==> config.mk <==
export PLATFORM = sky130hd
export DESIGN_NAME = imem_ctrl_flat
export DESIGN_NICKNAME = d
export VERILOG_FILES = /design/src/rtl/imem_ctrl_if.sv /design/src/rtl/imem_ctrl.sv /design/src/flat_wrapper.sv
export SDC_FILE = /design/constraint.sdc
export NUM_CORES = 1
export LEC_CHECK = 0
export CORE_ASPECT_RATIO = 1.5
export CORE_MARGIN = 3
export CORE_UTILIZATION = 35
export DETAILED_ROUTE_END_ITERATION = 6
export MAX_ROUTING_LAYER = met4
export PLACE_DENSITY_LB_ADDON = 0.08
export RECOVER_POWER = 100
export SETUP_SLACK_MARGIN = 0.4
export SLEW_MARGIN = 20
export SYNTH_ARGS = -nofsm -noshare
export SYNTH_HDL_FRONTEND = slang
export SYNTH_SLANG_ARGS = --single-unit
==> constraint.sdc <==
create_clock -name mem_clk -period 3.4 [get_ports mem_clk]
set_clock_uncertainty 0.15 [all_clocks]
set_input_delay 0.51 -clock mem_clk [delete_from_list [all_inputs] [get_ports mem_clk]]
set_output_delay 0.51 -clock mem_clk [all_outputs]
set_load 0.01 [all_outputs]
==> src/rtl/imem_ctrl_if.sv <==
// Bus bundle between imem_ctrl and its three neighbours: program loader,
// CPU fetch stage and instruction memory storage.
interface imem_ctrl_if #(
  parameter int ADDR_W = 8,
  parameter int DATA_W = 16
);
  // Loader handshake: a word moves on a rising edge where ld_valid && ld_ready;
  // ld_data/ld_last are only meaningful while ld_valid is high, and ld_ready
  // never depends on ld_valid.
  logic              ld_valid;
  logic              ld_ready;
  logic [DATA_W-1:0] ld_data;
  logic              ld_last;

  logic              cpu_req;
  logic [ADDR_W-1:0] cpu_addr;
  logic [DATA_W-1:0] cpu_rdata;
  logic              cpu_enable;
  logic              cpu_restart;

  logic [ADDR_W-1:0] mem_addr;
  logic              mem_we;
  logic [DATA_W-1:0] mem_wdata;
  logic [DATA_W-1:0] mem_rdata;

  modport slave (
    input  ld_valid, ld_data, ld_last, cpu_req, cpu_addr, mem_rdata,
    output ld_ready, cpu_rdata, cpu_enable, cpu_restart,
           mem_addr, mem_we, mem_wdata
  );

  modport master (
    output ld_valid, ld_data, ld_last, cpu_req, cpu_addr, mem_rdata,
    input  ld_ready, cpu_rdata, cpu_enable, cpu_restart,
           mem_addr, mem_we, mem_wdata
  );
endinterface

==> src/rtl/imem_ctrl.sv <==
// Instruction memory owner: boot-time program load, run-time fetch with
// HALT / out-of-range detection, and boot/wait/run/halt sequencing.
module imem_ctrl #(
  parameter int                ADDR_W    = 8,
  parameter int                DATA_W    = 16,
  parameter logic [4:0]        HALT_OP   = 5'b00001,
  parameter logic [DATA_W-1:0] HALT_WORD = 16'h0800
) (
  input  logic            mem_clk,
  input  logic            reset,
  input  logic            start,
  input  logic            reload,
  imem_ctrl_if.slave      bus,
  output logic [ADDR_W:0] prog_len,
  output logic            halted,
  output logic            load_err,
  output logic            range_err,
  output logic [1:0]      state_dbg
);

  typedef enum logic [1:0] {S_BOOT, S_WAIT, S_RUN, S_HALT} state_t;

  state_t            state, state_nxt;
  logic [ADDR_W-1:0] wr_ptr, wr_ptr_nxt;
  logic [ADDR_W:0]   prog_len_nxt;
  logic              load_err_nxt, range_err_nxt;
  logic              restart_q, restart_nxt;
  logic              accept, in_range, halt_hit;
  logic [DATA_W-1:0] fetch_word;

  assign in_range = {1'b0, bus.cpu_addr} < prog_len;
  assign accept   = bus.ld_valid & bus.ld_ready;

  // Memory port belongs to the loader in BOOT and to the fetch stage otherwise.
  assign bus.ld_ready  = (state == S_BOOT);
  assign bus.mem_addr  = (state == S_BOOT) ? wr_ptr : bus.cpu_addr;
  assign bus.mem_we    = accept;
  assign bus.mem_wdata = bus.ld_data;

  assign fetch_word      = (state == S_RUN && in_range) ? bus.mem_rdata : HALT_WORD;
  assign halt_hit        = (state == S_RUN) && bus.cpu_req &&
                           (fetch_word[DATA_W-1 -: 5] == HALT_OP);
  assign bus.cpu_rdata   = fetch_word;
  assign bus.cpu_enable  = (state == S_RUN);
  assign bus.cpu_restart = restart_q;
  assign halted          = (state == S_HALT);
  assign state_dbg       = state;

  always_ff @(posedge mem_clk or negedge reset) begin
    if (!reset) begin
      state     <= S_BOOT;
      wr_ptr    <= '0;
      prog_len  <= '0;
      load_err  <= 1'b0;
      range_err <= 1'b0;
      restart_q <= 1'b0;
    end else begin
      state     <= state_nxt;
      wr_ptr    <= wr_ptr_nxt;
      prog_len  <= prog_len_nxt;
      load_err  <= load_err_nxt;
      range_err <= range_err_nxt;
      restart_q <= restart_nxt;
    end
  end

  always_comb begin
    state_nxt     = state;
    wr_ptr_nxt    = wr_ptr;
    prog_len_nxt  = prog_len;
    load_err_nxt  = load_err;
    range_err_nxt = range_err;
    restart_nxt   = 1'b0;
    case (state)
      S_BOOT: begin
        if (accept) begin
          wr_ptr_nxt   = wr_ptr + ADDR_W'(1);
          prog_len_nxt = prog_len + (ADDR_W+1)'(1);
          if (bus.ld_last) begin
            state_nxt = S_WAIT;
          end else if (wr_ptr == '1) begin
            // Memory full without a final marker: keep what we have, flag it.
            load_err_nxt = 1'b1;
            state_nxt    = S_WAIT;
          end
        end
      end
      S_WAIT: begin
        if (start && prog_len != '0) begin
          state_nxt   = S_RUN;
          restart_nxt = 1'b1;
        end
      end
      S_RUN: begin
        if (bus.cpu_req && !in_range) range_err_nxt = 1'b1;
        if (halt_hit) state_nxt = S_HALT;
      end
      S_HALT: begin
        if (start) begin
          state_nxt   = S_RUN;
          restart_nxt = 1'b1;
        end
      end
      default: state_nxt = S_BOOT;
    endcase
    if (reload && state != S_BOOT) begin
      state_nxt     = S_BOOT;
      wr_ptr_nxt    = '0;
      prog_len_nxt  = '0;
      load_err_nxt  = 1'b0;
      range_err_nxt = 1'b0;
      restart_nxt   = 1'b0;
    end
  end

endmodule

==> src/flat_wrapper.sv <==
// flat-port wrapper written by rule: the top's interface ports become plain ports
module imem_ctrl_flat 
#(
  parameter int                ADDR_W    = 8,
  parameter int                DATA_W    = 16,
  parameter logic [4:0]        HALT_OP   = 5'b00001,
  parameter logic [DATA_W-1:0] HALT_WORD = 16'h0800
)
  (mem_clk, reset, start, reload, prog_len, halted, load_err, range_err, state_dbg, bus_ld_valid, bus_ld_data, bus_ld_last, bus_cpu_req, bus_cpu_addr, bus_mem_rdata, bus_ld_ready, bus_cpu_rdata, bus_cpu_enable, bus_cpu_restart, bus_mem_addr, bus_mem_we, bus_mem_wdata);
  imem_ctrl_if #(.ADDR_W(ADDR_W), .DATA_W(DATA_W)) bus_i ();
  input  logic mem_clk;
  input  logic reset;
  input  logic start;
  input  logic reload;
  output logic [ADDR_W:0] prog_len;
  output logic halted;
  output logic load_err;
  output logic range_err;
  output logic [1:0] state_dbg;
  input wire logic [$bits(bus_i.ld_valid)-1:0] bus_ld_valid;
  input wire logic [$bits(bus_i.ld_data)-1:0] bus_ld_data;
  input wire logic [$bits(bus_i.ld_last)-1:0] bus_ld_last;
  input wire logic [$bits(bus_i.cpu_req)-1:0] bus_cpu_req;
  input wire logic [$bits(bus_i.cpu_addr)-1:0] bus_cpu_addr;
  input wire logic [$bits(bus_i.mem_rdata)-1:0] bus_mem_rdata;
  output wire logic [$bits(bus_i.ld_ready)-1:0] bus_ld_ready;
  output wire logic [$bits(bus_i.cpu_rdata)-1:0] bus_cpu_rdata;
  output wire logic [$bits(bus_i.cpu_enable)-1:0] bus_cpu_enable;
  output wire logic [$bits(bus_i.cpu_restart)-1:0] bus_cpu_restart;
  output wire logic [$bits(bus_i.mem_addr)-1:0] bus_mem_addr;
  output wire logic [$bits(bus_i.mem_we)-1:0] bus_mem_we;
  output wire logic [$bits(bus_i.mem_wdata)-1:0] bus_mem_wdata;
  assign bus_i.ld_valid = bus_ld_valid;
  assign bus_i.ld_data = bus_ld_data;
  assign bus_i.ld_last = bus_ld_last;
  assign bus_i.cpu_req = bus_cpu_req;
  assign bus_i.cpu_addr = bus_cpu_addr;
  assign bus_i.mem_rdata = bus_mem_rdata;
  assign bus_ld_ready = bus_i.ld_ready;
  assign bus_cpu_rdata = bus_i.cpu_rdata;
  assign bus_cpu_enable = bus_i.cpu_enable;
  assign bus_cpu_restart = bus_i.cpu_restart;
  assign bus_mem_addr = bus_i.mem_addr;
  assign bus_mem_we = bus_i.mem_we;
  assign bus_mem_wdata = bus_i.mem_wdata;
  imem_ctrl #(.ADDR_W(ADDR_W), .DATA_W(DATA_W), .HALT_OP(HALT_OP), .HALT_WORD(HALT_WORD)) u_core (.mem_clk(mem_clk), .reset(reset), .start(start), .reload(reload), .bus(bus_i), .prog_len(prog_len), .halted(halted), .load_err(load_err), .range_err(range_err), .state_dbg(state_dbg));
endmodule
---- Yosys cells after proc, flatten, opt, wreduce, memory -nomap -nowiden ----
Cells that the tools add are included.
operators by class
  add/sub/neg operators ................... 2
  $lt $le $gt $ge ......................... 1
  eq/ne operators ......................... 11
  multiplexer cells ....................... 28
  bitwise gates (word level) .............. 1
  reductions and logical operators ........ 19
operators by type and width
  cell                   number
  $mux W8                4
  $mux W9                3
  $mux W16               1
  $mux W2                7
  $reduce_bool A2 Y1     6
  $mux W1                11
  $add A9 B1 Y9 const B  1
  $lt A8 B9 Y1           1
  $reduce_bool A9 Y1     1
  $add A8 B1 Y8 const B  1
  $eq A8 B8 Y1 const B   1
  $pmux W2 S4            1
  $logic_and A1 B1 Y1    6
  $ne A3 B1 Y1 const B   2
  $eq A5 B1 Y1 const B   1
  $reduce_and A5 Y1      1
  $eq A2 B2 Y1 const B   2
  $ne A4 B4 Y1 const B   1
  $reduce_and A2 Y1      2
  $reduce_and A4 Y1      1
  $ne A3 B2 Y1 const B   1
  $ne A3 B3 Y1 const B   1
  $eq A2 B1 Y1 const B   1
  $logic_not A2 Y1       1
  4 further kinds        4
word-level totals
  flip-flop bits (word level) ............. 22
  bits of input ports ..................... 47
  output and inout bits ................... 58
  logic and storage cells ................. 68

---- Logic depth before layout (Yosys ltp) ----
Gate-level depths: netlist (run 1).
  depth after elaboration ................. 8
  gate-level depth with buffers ........... 7
  mapped depth without buffers ............ 7

---- Worst setup path after synthesis (run 1) ----
Ideal clock, no wire load.
  path type ............................... input-to-output
  from .................................... in bus_cpu_addr[4]
  to ...................................... out bus_cpu_rdata[10]
  arrival time ............................ 1938 ps
  required time ........................... 2740 ps
  setup slack ............................. 802 ps
  stages on the path ...................... 6
  buffers on the path ..................... 1
  cells stage by stage .................... ha_1 a211oi_1 o21ai_2 a2111oi_4 buf_6 and2_1
between the ends
  cells in the longest elaborated chain, start to end .. 3
RTL lines
  what                 RTL line            source
  start: declaration   flat_wrapper.sv:24  input wire logic [$bits(bus_i.cpu_addr)-1:0] bus_cpu_addr;
  $lt A8 B9 Y1         imem_ctrl.sv:31     assign in_range = {1'b0, bus.cpu_addr} < prog_len;
  $logic_and A1 B1 Y1  imem_ctrl.sv:40     assign fetch_word = (state == S_RUN && in_range) ? bus.mem_rdata : HALT_WORD;
  $mux W16             imem_ctrl.sv:40
  end: declaration     flat_wrapper.sv:27  output wire logic [$bits(bus_i.cpu_rdata)-1:0] bus_cpu_rdata;
No other way between the ends.

---- Final worst setup path (run 1) ----
  from .................................... reg u_core.prog_len[4]
  to ...................................... out bus_cpu_rdata[10]
between the ends
  cells in the longest elaborated chain, start to end .. 3
RTL lines
  what                      RTL line         source
  start: declaration        imem_ctrl.sv:14  output logic [ADDR_W:0] prog_len,
  start signal: assignment  imem_ctrl.sv:60  prog_len <= prog_len_nxt;
  $lt A8 B9 Y1              imem_ctrl.sv:31
  $logic_and A1 B1 Y1       imem_ctrl.sv:40
  $mux W16                  imem_ctrl.sv:40
No other way between the ends.

==> results of run 1 <==
## worst max path at each step
stage,to,slack (ns),depth (start not counted)
2_1_floorplan,bus_cpu_rdata[10],0.80,6
3_3_place_gp,bus_cpu_rdata[2],-0.14,8
3_5_place_dp,bus_cpu_rdata[2],-0.14,8
4_1_cts,bus_cpu_rdata[2],0.29,10
5_1_grt,bus_cpu_rdata[10],0.16,10
6_report,bus_cpu_rdata[10],0.23,10
## worst min-delay path, stage by stage (launching register included)
cell and delay, ns:
dfrtp_1 0.35, nor2_1 0.05, nor2_1 0.07
## per-layer routing
metal | up-vias | wire (um) | part of all wire, % | GRT usage, %
met4 | 0 | 48 | 0.93 | 4.826
met1 | 805 | 2145 | 41 | 22.58
met2 | 78 | 2540 | 49 | 32.79
met5 | - | 0 | 0 | -
met3 | 7 | 435 | 8.4 | 4.191
li1 | 816 | - | - | -
## report_power, final
group | leakage, nW | internal [mW] | switching [mW]
sequential | 0.298 | 0.309 | 0.0624
clock | 0.0288 | 0.103 | 0.0915
combinational | 0.909 | 0.328 | 0.301
total | 1.24 | 0.741 | 0.455
## sequential cells by signal, summed over array words and instances (netlist names)
signal and count:
u_core.bus.cpu_restart 1, u_core.load_err 1, u_core.prog_len 9, u_core.range_err 1
u_core.state_dbg 2, u_core.wr_ptr 8
## cells in the final DEF, fill, tap and decap left out, drive strengths merged, types with 2 or more instances in the layout
cell	n
clkbuf	12
o21a	2
mux2	8
dlygate4sd2	5
ha	10
nand4	8
nand3	7
xnor2	2
o41ai	2
o21ai	18
a21oi	5
a22o	2
mux2i	2
inv	12
nand2	11
buf	44
nor3	4
and2	15
a211oi	2
nor3b	3
dfrtp	22
and3	4
clkdlybuf4s50	23
dlygate4sd3	26
nor2	14
## final cells by class
class,count,area [sq um]
Multi-Input combinational cell,130,959.7
Timing Repair Buffer,107,964.7
Clock buffer,4,55.05
Fill cell,412,1722
Tap cell,46,57.56
Sequential cell,22,550.5
Inverter,12,45.04
## stage by stage
stage               hold WS [ns]  util, %  cell area (sq um)  cells
finish                    0.3581    60.46               2633    321
global route              0.3793    60.46               2633    321
CTS                       0.3524    57.84               2519    313
detailed placement        0.3423    54.02               2352    294
global placement          0.3300    54.02               2352    294
floorplan                0.06441        -               1625    183
## cells by family (layout without fill, tap and decap cells)
family / count (synthesis) / count (layout) / synth area share, %
DFF: 22 / 22 / 33.87
buffers and inverters: 31 / 123 / 11.47
xor gates and xnor gates: 3 / 3 / 1.617
AOI/OAI and AO/OA: 33 / 33 / 13.63
muxes: 10 / 10 / 6.775
adders and majority gates: 10 / 10 / 7.698
and+or+nand+nor: 74 / 74 / 24.94
## timing repair
action / in CTS / in global routing
endpoints found under the hold margin: 0 / 0
pin swaps: 12 / 7
setup endpoints to repair: 16 / 16
gates resized for setup: 85 / 31
setup buffers: 13 / 8
cloned: 2 / 0
==> impl_metrics.tcl, run 1 <==
set metrics [dict create \
    synth_area_per_cell_sq_um 8.881 \
    grtUsageTotal_pct 19.27 \
    num_rows 29 \
    port_buffers 72 \
    die-height_um 89.46 \
    synthArstFlopShare_pct 100.0 \
    grt_max_degree 23 \
    powerDensity_nw_per_um2 454.1 \
    synth_nets 240 \
    ys_ff_latch 22 \
    finalSetupViolCount 0 \
    vias_per_cell 5.315 \
    syn_area_sq_um 1625 \
    worstSetupEndpointType "output pin" \
    path_buf_inv 5 \
    yosysWarnings 0 \
    timing.setup.tns_ns 0 \
    clock_latency_ns 0.27 \
    start_util_pct 37.33 \
    path_cells "inv_2, ha_4, a211oi_2, o21ai_0, a2111oi_4, clkbuf_1, clkbuf_1, buf_4, and2_1, buf_2" \
    synth_top_cell_area_share_pct 33.87 \
    cp.arrival_ns 2.51 \
    cts.path.max_buffers 2 \
    dieArea_sq_um 5514 \
    layout-drive-gt1-share_pct 30.18 \
    numCtsBuffers 3 \
    h-tree-depth 1 \
    period_needed_ns 3.166 \
    crit_path_start_kind "register" \
    routedWlPerCell_um 16.11 \
    yosysMostFrequentCell "dfrtp_1" \
    hold_viol 0 \
    worstRegToRegCells 8 \
    cap_violations 0 \
    status "completed" \
    drt_pre_antenna_iters 4 \
    synth_seq_area_share_pct 33.87 \
    maxSlewViolCount 0 \
    synth_ff_type "dfrtp_1" \
    r2r-start "u_core.state_dbg[1]$_DFFE_PN0P_" \
    clkTransAtPathRegs_ns 0.09 \
    hpwlAfterDp_mm 3.571 \
    peakVddDrop_mv 0.3317 \
    synthTopCellsByCount "dfrtp_1, buf_4, and2_1, nor2_1" \
    cp_data_required_time_ns 2.74 \
    cp_common_cell "clkbuf_1" \
    holdCritPathClass "register to register" \
    rrSetupSlack_ns 0.71 \
    synth_top_area_cell "dfrtp_1" \
    ctsHoldBuffers 0 \
    ant_nets 0 \
    routabilityCongestion 0.7791 \
    synthTopCellsByArea "dfrtp_1, ha_1, buf_4, and2_1, mux2_2" \
    path_delay_family "compound AO/OA/AOI/OAI gates" \
    startpoint "u_core.prog_len[4]$_DFFE_PN0P_" \
    drtIter0Drc 29 \
    post-route-period-util_pct 93.11 \
    worst_pin_slew_ns 1.278 \
    cts.sinks 22 \
    slew_headroom_pct 14.80 \
    grt_antenna_before_repair 0 \
    power.leakage_nw 1.237 \
    die_w_um 61.64 \
    crit_fanout 3 \
    drc_errors 0 \
    cpPeakStageDelay_ns 0.42 \
    postSynthCellCount 183 \
    worstReg2RegEnd "u_core.wr_ptr[6]$_DFFE_PN0P_" \
    synth_cell_types 40 \
    p_total_mw 1.195 \
    antenna_cells 0 \
    preCtsSetupSlack_ns -0.1438 \
    critical_path_class "register to output pin" \
    clock-root-buffer "clkbuf_8" \
    cts_tree "yes" \
    grt_pass1_vias 1661 \
    core-area_sq_um 4354 \
    area_growth_pct 61.97 \
    num_io_pins 105 \
    synth_edf_count 0 \
    slowest_stage "a2111oi_4" \
    routed_wl_mm 5.170 \
    worstHoldPathCells 2 \
    vias 1706 \
    hold_path_end "u_core.load_err$_DFFE_PN0P_" \
    grt_pass1_wl_mm 7.748 \
    rsz0062_at_grt "true" \
    hold_start "u_core.load_err$_DFFE_PN0P_" \
    grt_overflow 0 \
    fmax_mhz 315.9 \
    final_nets 333 \
    setup_slack_ns 0.2342 \
]
Note: power is estimated with default switching activity, not from simulation.
==> inputs of run 2 (changes only) <==
--- a/config.mk
+++ b/config.mk
@@ -7,7 +7,7 @@
 export LEC_CHECK = 0
 export CORE_ASPECT_RATIO = 1.5
 export CORE_MARGIN = 3
-export CORE_UTILIZATION = 35
+export CORE_UTILIZATION = 39
 export DETAILED_ROUTE_END_ITERATION = 6
 export MAX_ROUTING_LAYER = met4
 export PLACE_DENSITY_LB_ADDON = 0.08
==> run 2 against run 1 <==
Compared with the run above:
- cell area decreased by 1.2%
- via count is 0.76% higher
- power fell by 2.1%
- clock power decreased by 16%
- sequential power about the same
- sequential cell count is the same
- non-clock buffer count rose by 1
- register-to-register slack barely moved
- routed wire length down 1.6%
- first-iteration DRC count stayed put
- critical endpoint is now bus_cpu_rdata[14]
==> impl_metrics.tcl, run 2 (same netlist as run 1, synthesis figures left out) <==
set metrics [dict create \
    core-area_sq_um 3994 \
    path_buf_inv 5 \
    power.leakage_nw 1.208 \
    grt_pass1_wl_mm 7.845 \
    clock-root-buffer "clkbuf_8" \
    drc_errors 0 \
    path_delay_family "compound AO/OA/AOI/OAI gates" \
    fill_cells 350 \
    cp.arrival_ns 2.45 \
    finalSetupViolCount 0 \
    hold_viol 0 \
    cp_data_required_time_ns 2.74 \
    post-route-period-util_pct 91.41 \
    rrSetupSlack_ns 0.71 \
    peakVddDrop_mv 0.3774 \
    die-height_um 85.07 \
    antenna_cells 0 \
    stdcell_count 320 \
    slew_headroom_pct 13.11 \
    status "completed" \
    holdWs_ns 0.3370 \
    routabilityCongestion 0.7805 \
    dp.cells 294 \
    h-tree-depth 1 \
    drtIter0Drc 29 \
    largest_register_ffs 9 \
    crit_path_start_kind "register" \
    cts.sinks 22 \
    crit_fanout 4 \
    cts.path.max_buffers 2 \
    vias_per_cell 5.372 \
    die_w_um 58.71 \
    worstSetupEndpointType "output pin" \
    regMostFlops "u_core.prog_len" \
    critical_path_class "register to output pin" \
    timing.setup.tns_ns 0 \
    layout_common_cells "dlygate4sd3_1, buf_4, clkdlybuf4s50_1, dfrtp_1, nor2_1" \
    ant_nets 0 \
    grtUsageTotal_pct 20.72 \
    holdCritPathClass "register to register" \
    layout-drive-gt1-share_pct 27.27 \
    routedWlPerCell_um 15.89 \
    grt_max_degree 23 \
    drt_pre_antenna_iters 4 \
    port_buffers 72 \
    preCtsSetupSlack_ns -0.1284 \
    highest_layer "met4" \
    period_needed_ns 3.108 \
    wl_met2_mm 2.515 \
    powerDensity_nw_per_um2 450.0 \
    grt_overflow 0 \
    routed_wl_mm 5.085 \
    drt-met1-wl_mm 1.959 \
    cts_tree "yes" \
    cp_common_cell "buf_6" \
    cpPeakStageDelay_ns 0.42 \
    num_rows 28 \
    hpwlAfterDp_mm 3.334 \
    clock_latency_ns 0.26 \
    p_total_mw 1.170 \
    fmax_mhz 321.8 \
    worst_pin_slew_ns 1.303 \
    grt_antenna_before_repair 0 \
    cap_violations 0 \
    final_nets 334 \
    dieArea_sq_um 4994 \
    numCtsBuffers 3 \
    grt_pass1_vias 1668 \
    wl_met3_um 546 \
    path_cells "inv_2, ha_4, a211oi_2, o21ai_0, a2111oi_4, clkbuf_1, buf_6, buf_6, and2_1, buf_2" \
    num_io_pins 105 \
    maxSlewViolCount 0 \
    vias 1719 \
    rsz0062_at_grt "true" \
    clkTransAtPathRegs_ns 0.08 \
    slowest_stage "a2111oi_4" \
    start_util_pct 40.70 \
    setup_slack_ns 0.2920 \
    area_growth_pct 59.97 \
]
[run 2: cell type report]
| type | instances | area, sq um | share of cell area (%) |
|---|---|---|---|
| multi-input combinational | 130 | 980.9 | 37.73 |
| tap | 45 | 56.30 | 2.166 |
| sequential | 22 | 550.5 | 21.17 |
| inverter | 12 | 45.04 | 1.732 |
| timing repair buffer | 108 | 925.9 | 35.61 |
| clock buffer | 3 | 41.29 | 1.588 |
[run 2: power breakdown]
| group | internal (mW) | switching [mW] |
|---|---|---|
| Combinational | 0.334 | 0.302 |
| Sequential | 0.310 | 0.0623 |
| Clock | 0.0792 | 0.0837 |
| Total | 0.722 | 0.448 |
[run 2: metrics by stage]
step	utilization (%)	cell area [sq um]
after detailed placement	59.05	2359
final	65.10	2600
after CTS	63.82	2549
after global routing	65.10	2600
after global placement	59.05	2359
after floorplan	-	1625
[run 2: repair_timing]
action                     CTS  global route
resized for setup           70            29
setup endpoints to repair   16            16
gates cloned                 2             0
setup buffers               15             6
hold buffers                 0             0
pin swaps                   10            11
[run 2: metal layers]
metal	vias up	global-route usage, %
li1	820	-
met1	789	23.04
met2	106	35.30
met3	4	5.479
met4	0	6.804
met5	-	-
[run 2: final timing paths]
| path | startpoint | end | cells past startpoint |
|---|---|---|---|
| worst max-delay path | u_core.prog_len[4]$_DFFE_PN0P_ | bus_cpu_rdata[14] | 10 |
| worst min-delay path | u_core.range_err$_DFFE_PN0P_ | u_core.range_err$_DFFE_PN0P_ | 1 |
| worst max register to register | u_core.state_dbg[0]$_DFFE_PN0P_ | u_core.wr_ptr[6]$_DFFE_PN0P_ | 8 |
| worst min register to register | u_core.range_err$_DFFE_PN0P_ | u_core.range_err$_DFFE_PN0P_ | 1 |
| max in group asynchronous | reset | u_core.wr_ptr[0]$_DFFE_PN0P_ | 2 |
| min in group asynchronous | reset | u_core.prog_len[0]$_DFFE_PN0P_ | 2 |
